==> src/rtl/axi_req_master_pkg.sv <==
// axi_req_master_pkg: shared AXI channel types, encodings and default widths for the request master
package axi_req_master_pkg;
    localparam int ID_W   = 4;
    localparam int ADDR_W = 16;
    localparam int DATA_W = 32;
    localparam int BYTE_W = 8;
    localparam int STRB_W = DATA_W / BYTE_W;

    localparam logic [1:0] BURST_FIXED = 2'b00;
    localparam logic [1:0] BURST_INCR  = 2'b01;
    localparam logic [1:0] BURST_WRAP  = 2'b10;

    typedef enum logic [1:0] {
        OKAY   = 2'b00,
        EXOKAY = 2'b01,
        SLVERR = 2'b10,
        DECERR = 2'b11
    } resp_e;

    typedef enum logic [2:0] {
        S_IDLE,
        S_AW,
        S_W,
        S_B,
        S_AR,
        S_R,
        S_RESP
    } state_e;

    typedef struct packed {
        logic              awvalid;
        logic [ID_W-1:0]   awid;
        logic [ADDR_W-1:0] awaddr;
        logic [7:0]        awlen;
        logic [2:0]        awsize;
        logic [1:0]        awburst;
        logic              wvalid;
        logic [DATA_W-1:0] wdata;
        logic [STRB_W-1:0] wstrb;
        logic              wlast;
        logic              bready;
        logic              arvalid;
        logic [ID_W-1:0]   arid;
        logic [ADDR_W-1:0] araddr;
        logic [7:0]        arlen;
        logic [2:0]        arsize;
        logic [1:0]        arburst;
        logic              rready;
    } axis_mosi_t;

    typedef struct packed {
        logic              awready;
        logic              wready;
        logic              bvalid;
        logic [ID_W-1:0]   bid;
        logic [1:0]        bresp;
        logic              arready;
        logic              rvalid;
        logic [ID_W-1:0]   rid;
        logic [DATA_W-1:0] rdata;
        logic [1:0]        rresp;
        logic              rlast;
    } axis_miso_t;

    // Worst of two responses: the AXI codes are ordered by severity.
    function automatic logic [1:0] resp_max(input logic [1:0] a, input logic [1:0] b);
        return (a > b) ? a : b;
    endfunction
endpackage

==> src/rtl/axi_req_master_if.sv <==
// axi_req_master_if: native request/stream side and AXI master bus of the request master
interface axi_req_master_if;
    import axi_req_master_pkg::*;

    logic              req_valid_i;
    logic              req_ready_o;
    logic              req_write_i;
    logic [ADDR_W-1:0] req_addr_i;
    logic [7:0]        req_len_i;
    logic [ID_W-1:0]   req_id_i;
    logic              wdata_valid_i;
    logic              wdata_ready_o;
    logic [DATA_W-1:0] wdata_i;
    logic [STRB_W-1:0] wstrb_i;
    logic              rdata_valid_o;
    logic              rdata_ready_i;
    logic [DATA_W-1:0] rdata_o;
    logic              rdata_last_o;
    logic              resp_valid_o;
    logic              resp_write_o;
    logic [1:0]        resp_code_o;
    logic              resp_err_o;
    axis_mosi_t        out_mosi_o;
    axis_miso_t        out_miso_i;

    modport master (
        input  req_valid_i, req_write_i, req_addr_i, req_len_i, req_id_i,
        input  wdata_valid_i, wdata_i, wstrb_i, rdata_ready_i, out_miso_i,
        output req_ready_o, wdata_ready_o, rdata_valid_o, rdata_o, rdata_last_o,
        output resp_valid_o, resp_write_o, resp_code_o, resp_err_o, out_mosi_o
    );

    modport slave (
        output req_valid_i, req_write_i, req_addr_i, req_len_i, req_id_i,
        output wdata_valid_i, wdata_i, wstrb_i, rdata_ready_i, out_miso_i,
        input  req_ready_o, wdata_ready_o, rdata_valid_o, rdata_o, rdata_last_o,
        input  resp_valid_o, resp_write_o, resp_code_o, resp_err_o, out_mosi_o
    );
endinterface

==> src/rtl/axi_req_master.sv <==
// axi_req_master: turns native read/write requests into single-outstanding AXI INCR bursts
module axi_req_master
    import axi_req_master_pkg::*;
#(
    parameter int ID_WIDTH   = ID_W,
    parameter int ADDR_WIDTH = ADDR_W,
    parameter int DATA_WIDTH = DATA_W,
    parameter int BYTE_WIDTH = BYTE_W,
    parameter int STRB_WIDTH = DATA_WIDTH / BYTE_WIDTH
) (
    input  logic             clk_in,
    input  logic             rst_n_i,
    axi_req_master_if.master io_bus
);
    localparam logic [2:0] BEAT_SIZE = 3'($clog2(STRB_WIDTH));

    state_e                r_state;
    state_e                w_state_nxt;
    logic                  r_write;
    logic [ADDR_WIDTH-1:0] r_addr;
    logic [7:0]            r_len;
    logic [ID_WIDTH-1:0]   r_id;
    logic [7:0]            r_cnt;
    logic [1:0]            r_code;
    logic                  r_err;
    axis_mosi_t            w_mosi;
    logic                  w_req_ready;
    logic                  w_wdata_ready;
    logic                  w_rdata_valid;
    logic                  w_rdata_last;
    logic                  w_resp_valid;
    logic                  w_last;
    logic                  w_w_hs;
    logic                  w_r_hs;

    // The beat counter is compared before it increments, so len 255 never needs a 9th bit.
    assign w_last = (r_cnt == r_len);
    assign w_w_hs = io_bus.wdata_valid_i && io_bus.out_miso_i.wready;
    assign w_r_hs = io_bus.out_miso_i.rvalid && io_bus.rdata_ready_i;

    // State register; reset aborts any burst without a completion pulse.
    always_ff @(posedge clk_in or negedge rst_n_i) begin
        if (!rst_n_i) r_state <= S_IDLE;
        else          r_state <= w_state_nxt;
    end

    // Next state and all channel outputs; payloads come from latched fields so they stay stable while stalled.
    always_comb begin
        w_state_nxt   = r_state;
        w_mosi        = '0;
        w_mosi.awid   = r_id;
        w_mosi.awaddr = r_addr;
        w_mosi.awlen  = r_len;
        w_mosi.awsize = BEAT_SIZE;
        w_mosi.awburst = BURST_INCR;
        w_mosi.arid   = r_id;
        w_mosi.araddr = r_addr;
        w_mosi.arlen  = r_len;
        w_mosi.arsize = BEAT_SIZE;
        w_mosi.arburst = BURST_INCR;
        w_mosi.wdata  = io_bus.wdata_i;
        w_mosi.wstrb  = io_bus.wstrb_i;
        w_req_ready   = 1'b0;
        w_wdata_ready = 1'b0;
        w_rdata_valid = 1'b0;
        w_rdata_last  = 1'b0;
        w_resp_valid  = 1'b0;
        case (r_state)
            S_IDLE: begin
                w_req_ready = rst_n_i;
                if (io_bus.req_valid_i) w_state_nxt = io_bus.req_write_i ? S_AW : S_AR;
            end
            S_AW: begin
                w_mosi.awvalid = 1'b1;
                if (io_bus.out_miso_i.awready) w_state_nxt = S_W;
            end
            S_W: begin
                w_mosi.wvalid = io_bus.wdata_valid_i;
                w_mosi.wlast  = w_last;
                w_wdata_ready = io_bus.out_miso_i.wready;
                if (w_w_hs && w_last) w_state_nxt = S_B;
            end
            S_B: begin
                w_mosi.bready = 1'b1;
                if (io_bus.out_miso_i.bvalid) w_state_nxt = S_RESP;
            end
            S_AR: begin
                w_mosi.arvalid = 1'b1;
                if (io_bus.out_miso_i.arready) w_state_nxt = S_R;
            end
            S_R: begin
                w_mosi.rready = io_bus.rdata_ready_i;
                w_rdata_valid = io_bus.out_miso_i.rvalid;
                w_rdata_last  = w_last;
                if (w_r_hs && w_last) w_state_nxt = S_RESP;
            end
            S_RESP: begin
                w_resp_valid = 1'b1;
                w_state_nxt  = S_IDLE;
            end
            default: w_state_nxt = S_IDLE;
        endcase
    end

    // Request latch, beat counting and response/error accumulation.
    always_ff @(posedge clk_in or negedge rst_n_i) begin
        if (!rst_n_i) begin
            r_write <= 1'b0;
            r_addr  <= '0;
            r_len   <= '0;
            r_id    <= '0;
            r_cnt   <= '0;
            r_code  <= '0;
            r_err   <= 1'b0;
        end else begin
            case (r_state)
                S_IDLE: if (io_bus.req_valid_i) begin
                    r_write <= io_bus.req_write_i;
                    r_addr  <= io_bus.req_addr_i;
                    r_len   <= io_bus.req_len_i;
                    r_id    <= io_bus.req_id_i;
                    r_code  <= OKAY;
                    r_err   <= 1'b0;
                end
                S_AW, S_AR: r_cnt <= '0;
                S_W: if (w_w_hs) r_cnt <= r_cnt + 8'd1;
                S_B: if (io_bus.out_miso_i.bvalid) begin
                    r_code <= io_bus.out_miso_i.bresp;
                    r_err  <= (io_bus.out_miso_i.bid != r_id);
                end
                S_R: if (w_r_hs) begin
                    r_cnt  <= r_cnt + 8'd1;
                    r_code <= resp_max(r_code, io_bus.out_miso_i.rresp);
                    if ((io_bus.out_miso_i.rlast != w_last) || (io_bus.out_miso_i.rid != r_id)) r_err <= 1'b1;
                end
                default: ;
            endcase
        end
    end

    assign io_bus.out_mosi_o    = w_mosi;
    assign io_bus.req_ready_o   = w_req_ready;
    assign io_bus.wdata_ready_o = w_wdata_ready;
    assign io_bus.rdata_valid_o = w_rdata_valid;
    assign io_bus.rdata_o       = io_bus.out_miso_i.rdata;
    assign io_bus.rdata_last_o  = w_rdata_last;
    assign io_bus.resp_valid_o  = w_resp_valid;
    assign io_bus.resp_write_o  = r_write;
    assign io_bus.resp_code_o   = r_code;
    assign io_bus.resp_err_o    = r_err;
endmodule
==> src/flat_wrapper.sv <==
// flat-port wrapper written by rule: the top's interface ports become plain ports
module axi_req_master_flat import axi_req_master_pkg::*;
#(
    parameter int ID_WIDTH   = ID_W,
    parameter int ADDR_WIDTH = ADDR_W,
    parameter int DATA_WIDTH = DATA_W,
    parameter int BYTE_WIDTH = BYTE_W,
    parameter int STRB_WIDTH = DATA_WIDTH / BYTE_WIDTH
)
  (clk_in, rst_n_i, io_bus_req_valid_i, io_bus_req_write_i, io_bus_req_addr_i, io_bus_req_len_i, io_bus_req_id_i, io_bus_wdata_valid_i, io_bus_wdata_i, io_bus_wstrb_i, io_bus_rdata_ready_i, io_bus_out_miso_i, io_bus_req_ready_o, io_bus_wdata_ready_o, io_bus_rdata_valid_o, io_bus_rdata_o, io_bus_rdata_last_o, io_bus_resp_valid_o, io_bus_resp_write_o, io_bus_resp_code_o, io_bus_resp_err_o, io_bus_out_mosi_o);
  axi_req_master_if io_bus_i ();
  input  logic clk_in;
  input  logic rst_n_i;
  input wire logic [$bits(io_bus_i.req_valid_i)-1:0] io_bus_req_valid_i;
  input wire logic [$bits(io_bus_i.req_write_i)-1:0] io_bus_req_write_i;
  input wire logic [$bits(io_bus_i.req_addr_i)-1:0] io_bus_req_addr_i;
  input wire logic [$bits(io_bus_i.req_len_i)-1:0] io_bus_req_len_i;
  input wire logic [$bits(io_bus_i.req_id_i)-1:0] io_bus_req_id_i;
  input wire logic [$bits(io_bus_i.wdata_valid_i)-1:0] io_bus_wdata_valid_i;
  input wire logic [$bits(io_bus_i.wdata_i)-1:0] io_bus_wdata_i;
  input wire logic [$bits(io_bus_i.wstrb_i)-1:0] io_bus_wstrb_i;
  input wire logic [$bits(io_bus_i.rdata_ready_i)-1:0] io_bus_rdata_ready_i;
  input wire logic [$bits(io_bus_i.out_miso_i)-1:0] io_bus_out_miso_i;
  output wire logic [$bits(io_bus_i.req_ready_o)-1:0] io_bus_req_ready_o;
  output wire logic [$bits(io_bus_i.wdata_ready_o)-1:0] io_bus_wdata_ready_o;
  output wire logic [$bits(io_bus_i.rdata_valid_o)-1:0] io_bus_rdata_valid_o;
  output wire logic [$bits(io_bus_i.rdata_o)-1:0] io_bus_rdata_o;
  output wire logic [$bits(io_bus_i.rdata_last_o)-1:0] io_bus_rdata_last_o;
  output wire logic [$bits(io_bus_i.resp_valid_o)-1:0] io_bus_resp_valid_o;
  output wire logic [$bits(io_bus_i.resp_write_o)-1:0] io_bus_resp_write_o;
  output wire logic [$bits(io_bus_i.resp_code_o)-1:0] io_bus_resp_code_o;
  output wire logic [$bits(io_bus_i.resp_err_o)-1:0] io_bus_resp_err_o;
  output wire logic [$bits(io_bus_i.out_mosi_o)-1:0] io_bus_out_mosi_o;
  assign io_bus_i.req_valid_i = io_bus_req_valid_i;
  assign io_bus_i.req_write_i = io_bus_req_write_i;
  assign io_bus_i.req_addr_i = io_bus_req_addr_i;
  assign io_bus_i.req_len_i = io_bus_req_len_i;
  assign io_bus_i.req_id_i = io_bus_req_id_i;
  assign io_bus_i.wdata_valid_i = io_bus_wdata_valid_i;
  assign io_bus_i.wdata_i = io_bus_wdata_i;
  assign io_bus_i.wstrb_i = io_bus_wstrb_i;
  assign io_bus_i.rdata_ready_i = io_bus_rdata_ready_i;
  assign io_bus_i.out_miso_i = io_bus_out_miso_i;
  assign io_bus_req_ready_o = io_bus_i.req_ready_o;
  assign io_bus_wdata_ready_o = io_bus_i.wdata_ready_o;
  assign io_bus_rdata_valid_o = io_bus_i.rdata_valid_o;
  assign io_bus_rdata_o = io_bus_i.rdata_o;
  assign io_bus_rdata_last_o = io_bus_i.rdata_last_o;
  assign io_bus_resp_valid_o = io_bus_i.resp_valid_o;
  assign io_bus_resp_write_o = io_bus_i.resp_write_o;
  assign io_bus_resp_code_o = io_bus_i.resp_code_o;
  assign io_bus_resp_err_o = io_bus_i.resp_err_o;
  assign io_bus_out_mosi_o = io_bus_i.out_mosi_o;
  axi_req_master #(.ID_WIDTH(ID_WIDTH), .ADDR_WIDTH(ADDR_WIDTH), .DATA_WIDTH(DATA_WIDTH), .BYTE_WIDTH(BYTE_WIDTH), .STRB_WIDTH(STRB_WIDTH)) u_core (.clk_in(clk_in), .rst_n_i(rst_n_i), .io_bus(io_bus_i));
endmodule
==> config.mk <==
export PLATFORM = sky130hd
export DESIGN_NAME = axi_req_master_flat
export DESIGN_NICKNAME = d
export VERILOG_FILES = /design/src/rtl/axi_req_master_pkg.sv /design/src/rtl/axi_req_master_if.sv /design/src/rtl/axi_req_master.sv /design/src/flat_wrapper.sv
export SDC_FILE = /design/constraint.sdc
export NUM_CORES = 1
export LEC_CHECK = 0
export ABC_AREA = 1
export CAP_MARGIN = 30
export CORE_AREA = 2 2 105 107
export CTS_CLUSTER_SIZE = 10
export DETAILED_ROUTE_END_ITERATION = 8
export DIE_AREA = 0 0 107 109
export PLACE_DENSITY = 0.79
export SETUP_SLACK_MARGIN = 0.05
export SLEW_MARGIN = 25
export SYNTH_ARGS = -nofsm -noshare
export SYNTH_HDL_FRONTEND = slang
export SYNTH_SLANG_ARGS = --single-unit
==> constraint.sdc <==
create_clock -name clk_in -period 1.8 [get_ports clk_in]
set_clock_uncertainty 0.1 [all_clocks]
set_input_delay 0.18 -clock clk_in [delete_from_list [all_inputs] [get_ports clk_in]]
set_output_delay 0.18 -clock clk_in [all_outputs]
set_load 0.1 [all_outputs]
==> impl_metrics.py <==
metrics = {
    "critical_path": {
        "crit_path_max_fanout": 4,
        "slowest_delay_ns": 0.49,
        "crit_chain": "inv_2 -> nand2_1 -> nand2_1 -> nand2_2 -> nor2_2 -> nand2_2 -> nor2_4 -> buf_12",
        "rrSetupSlack_ns": -0.02,
        "worstPathRequired_ns": 1.52,
        "reg2reg_depth": 12,
        "r2r_start": "u_core.r_len[2]",
        "critPathLaunchType": "flip-flop",
        "cp-end-kind": "output pin",
        "rr_endpoint": "u_core.io_bus.resp_err_o",
        "slowest_stage": "dfrtp_4",
        "arrival_ns": 1.62,
        "crit_start": "u_core.r_len[4]",
        "critical_path_class": "flip-flop to output pin",
    },
    "clock_network": {
        "htreeDepth": 2,
        "clk_latency_ns": 0.29,
        "clock_sinks": 43,
        "cts_buffers": 5,
        "cts_tree": "built",
        "clockRootBuffer": "clkbuf_8",
        "cts_max_path_buffers": 2,
        "clk_pin_slew_ns": 0.08,
    },
    "sta": {
        "setup_slack_ns": -0.0964,
        "finalSetupViolCount": 3,
        "maxSlewViolCount": 0,
        "fmax_mhz": 527,
        "min_period_ns": 1.90,
        "tightest_slew_ns": 0.561,
        "slew_headroom_pct": 62.6,
        "rsz0062_at_grt": "true",
        "period_share_pct": 105,
        "hold_violations": 0,
        "fin_tns_setup_ns": -0.203,
    },
    "cells_and_area": {
        "multi_input_area_um2": 1370,
        "fill_cells": 968,
        "seqCellArea_um2": 1120,
        "syn2layout_area_growth_pct": 60.5,
        "drive_gt1_share_pct": 48.9,
        "finalNetCount": 545,
        "diodes": 0,
    },
    "floorplan": {
        "row_count": 38,
        "fp.dieW_um": 107,
        "coreArea_um2": 10600,
        "start_util_pct": 30.0,
        "die_h_um": 109,
        "ios": 269,
        "dieArea_um2": 11700,
    },
    "synth": {
        "yosysMostFrequentCell": "buf_4",
        "seq_area_frac_synth_pct": 33.8,
        "yosys-top-cells-area": "dfrtp_1 34%, buf_4 25%, mux2_4 9.4%",
        "synth_common_cells": "106 x buf_4, 44 x nand2_1, 43 x dfrtp_1, 29 x nor2_1, 26 x inv_1",
        "syn-instance-count": 359,
        "synth_largest_area_cell": "dfrtp_1",
        "synth_area_per_cell_um2": 8.86,
        "synth_warnings": 0,
        "ys_ff_latch": 43,
        "synth_edf_count": 0,
        "yosysUniqueCellTypes": 35,
        "synth_top_area_share_pct": 33.8,
        "syn_area_um2": 3180,
        "synth_ff_type": "dfrtp_1",
        "ys_async_sr_fraction_pct": 100,
    },
    "grt": {
        "grt_max_degree": 44,
        "gr-total-overflow": 0,
        "first_global_vias": 2626,
        "grt_pass1_wl_mm": 13.0,
        "antenna_found_initial": 0,
        "gr-usage-all-layers_pct": 14.1,
    },
    "placed_design": {
        "io_buffers": 122,
        "place_congestion": 0.881,
        "hpwl_mm": 6.38,
    },
    "worst_hold_path": {
        "worstHoldPathType": "input pin to output pin",
        "holdPathStages": 0,
        "worstHoldStart": "io_bus_wstrb_i[3]",
        "whs_endpoint": "io_bus_out_mosi_o[40]",
    },
    "detailed_routing": {
        "post_drt_wl_per_cell_um": 15.0,
        "dr_total_vias": 2455,
        "drcViolationCount": 0,
        "initialDrtViolationCount": 66,
        "totalWireLength_mm": 8.45,
        "drtAntennaViolNets": 0,
        "avgViaCountPerCell": 4.36,
        "dr.pass1.iters": 4,
    },
    "status": {
        "violations": "negative setup slack",
        "status": "complete, but fails checks",
    },
    "run": {
        "drv_cap": 0,
    },
}
worst max-delay path by stage:
stage,to,slack [ns]
after floorplan,io_bus_rdata_last_o,-0.08
after global placement,u_core.io_bus.resp_code_o[0],0.1
after detailed placement,u_core.io_bus.resp_code_o[0],0.06
after CTS,io_bus_out_mosi_o[36],-0.12
after global routing,io_bus_out_mosi_o[36],-0.17
final,io_bus_out_mosi_o[36],-0.1
cell families (layout without fill, tap and decap cells):
logic type,count (synthesis),count (layout),synth area share (%)
mux,24,24,10.9
simple gates,109,109,16.3
buf+inv,139,195,29.4
flops,43,43,33.8
xor+xnor,12,12,3.30
compound gates,27,27,4.88
other cells,2,10,0.236
fa+ha+maj,3,3,1.18
per-layer routing:
layer	part of all wire (%)	GRT usage [%]	vias up
met2	53	25.3	105
met5	0	0	-
met4	3.7	6.49	0
met3	7.7	4.36	48
met1	36	15.2	1161
li1	-	-	1141
sequential cells by signal, indices dropped and copies added (netlist names):
| name | count |
|---|---|
| u_core.io_bus.resp_code_o | 2 |
| u_core.io_bus.resp_err_o | 1 |
| u_core.io_bus.resp_write_o | 1 |
| u_core.r_addr | 16 |
| u_core.r_cnt | 8 |
| u_core.r_id | 4 |
| u_core.r_len | 8 |
| u_core.r_state | 3 |
per-stage QoR:
stage	utilization, %	instances	setup WS (ns)	area (um^2)	hold slack (ns)
6_report	48.2	563	-0.0964	5110	0.260
5_1_grt	48.2	563	-0.168	5110	0.260
4_1_cts	46.9	557	-0.122	4970	0.261
3_5_place_dp	43.6	525	0.0598	4620	0.249
3_3_place_gp	43.6	525	0.0975	4620	0.244
2_1_floorplan	-	367	-0.0798	3330	-0.216
cell type report:
cell class	instances	share of cell area, %
Tap cell	140	3.43
Clock buffer	7	1.49
Clock inverter	1	0.588
Timing Repair Buffer	157	43.1
Multi-Input combinational cell	185	26.9
Inverter	30	2.57
Sequential cell	43	21.9
critical path: cells and delay by family (launching register included):
| family | cells | cell delay (ns) |
|---|---|---|
| and+or+nand+nor | 6 | 0.58 |
| DFF | 1 | 0.49 |
| buffers and inverters | 2 | 0.26 |
placed cells by master, fill, tap and decap left out, types with 14 or more instances in the layout:
cell type,instances
buf_12,71
clkdlybuf4s50_1,50
nand2_1,40
buf_4,31
dfrtp_1,25
mux2_4,20
inv_1,19
nor2_1,14
repair_timing:
item,CTS,global route
setup buffers,23,6
pin swaps,9,15
hold endpoints to repair,43,0
gates resized for setup,9,26
hold buffers,1,0
setup endpoints to repair,7,22
Power is not shown: default switching activity piles up to over one toggle a cycle in this logic, so the estimate is an artifact.
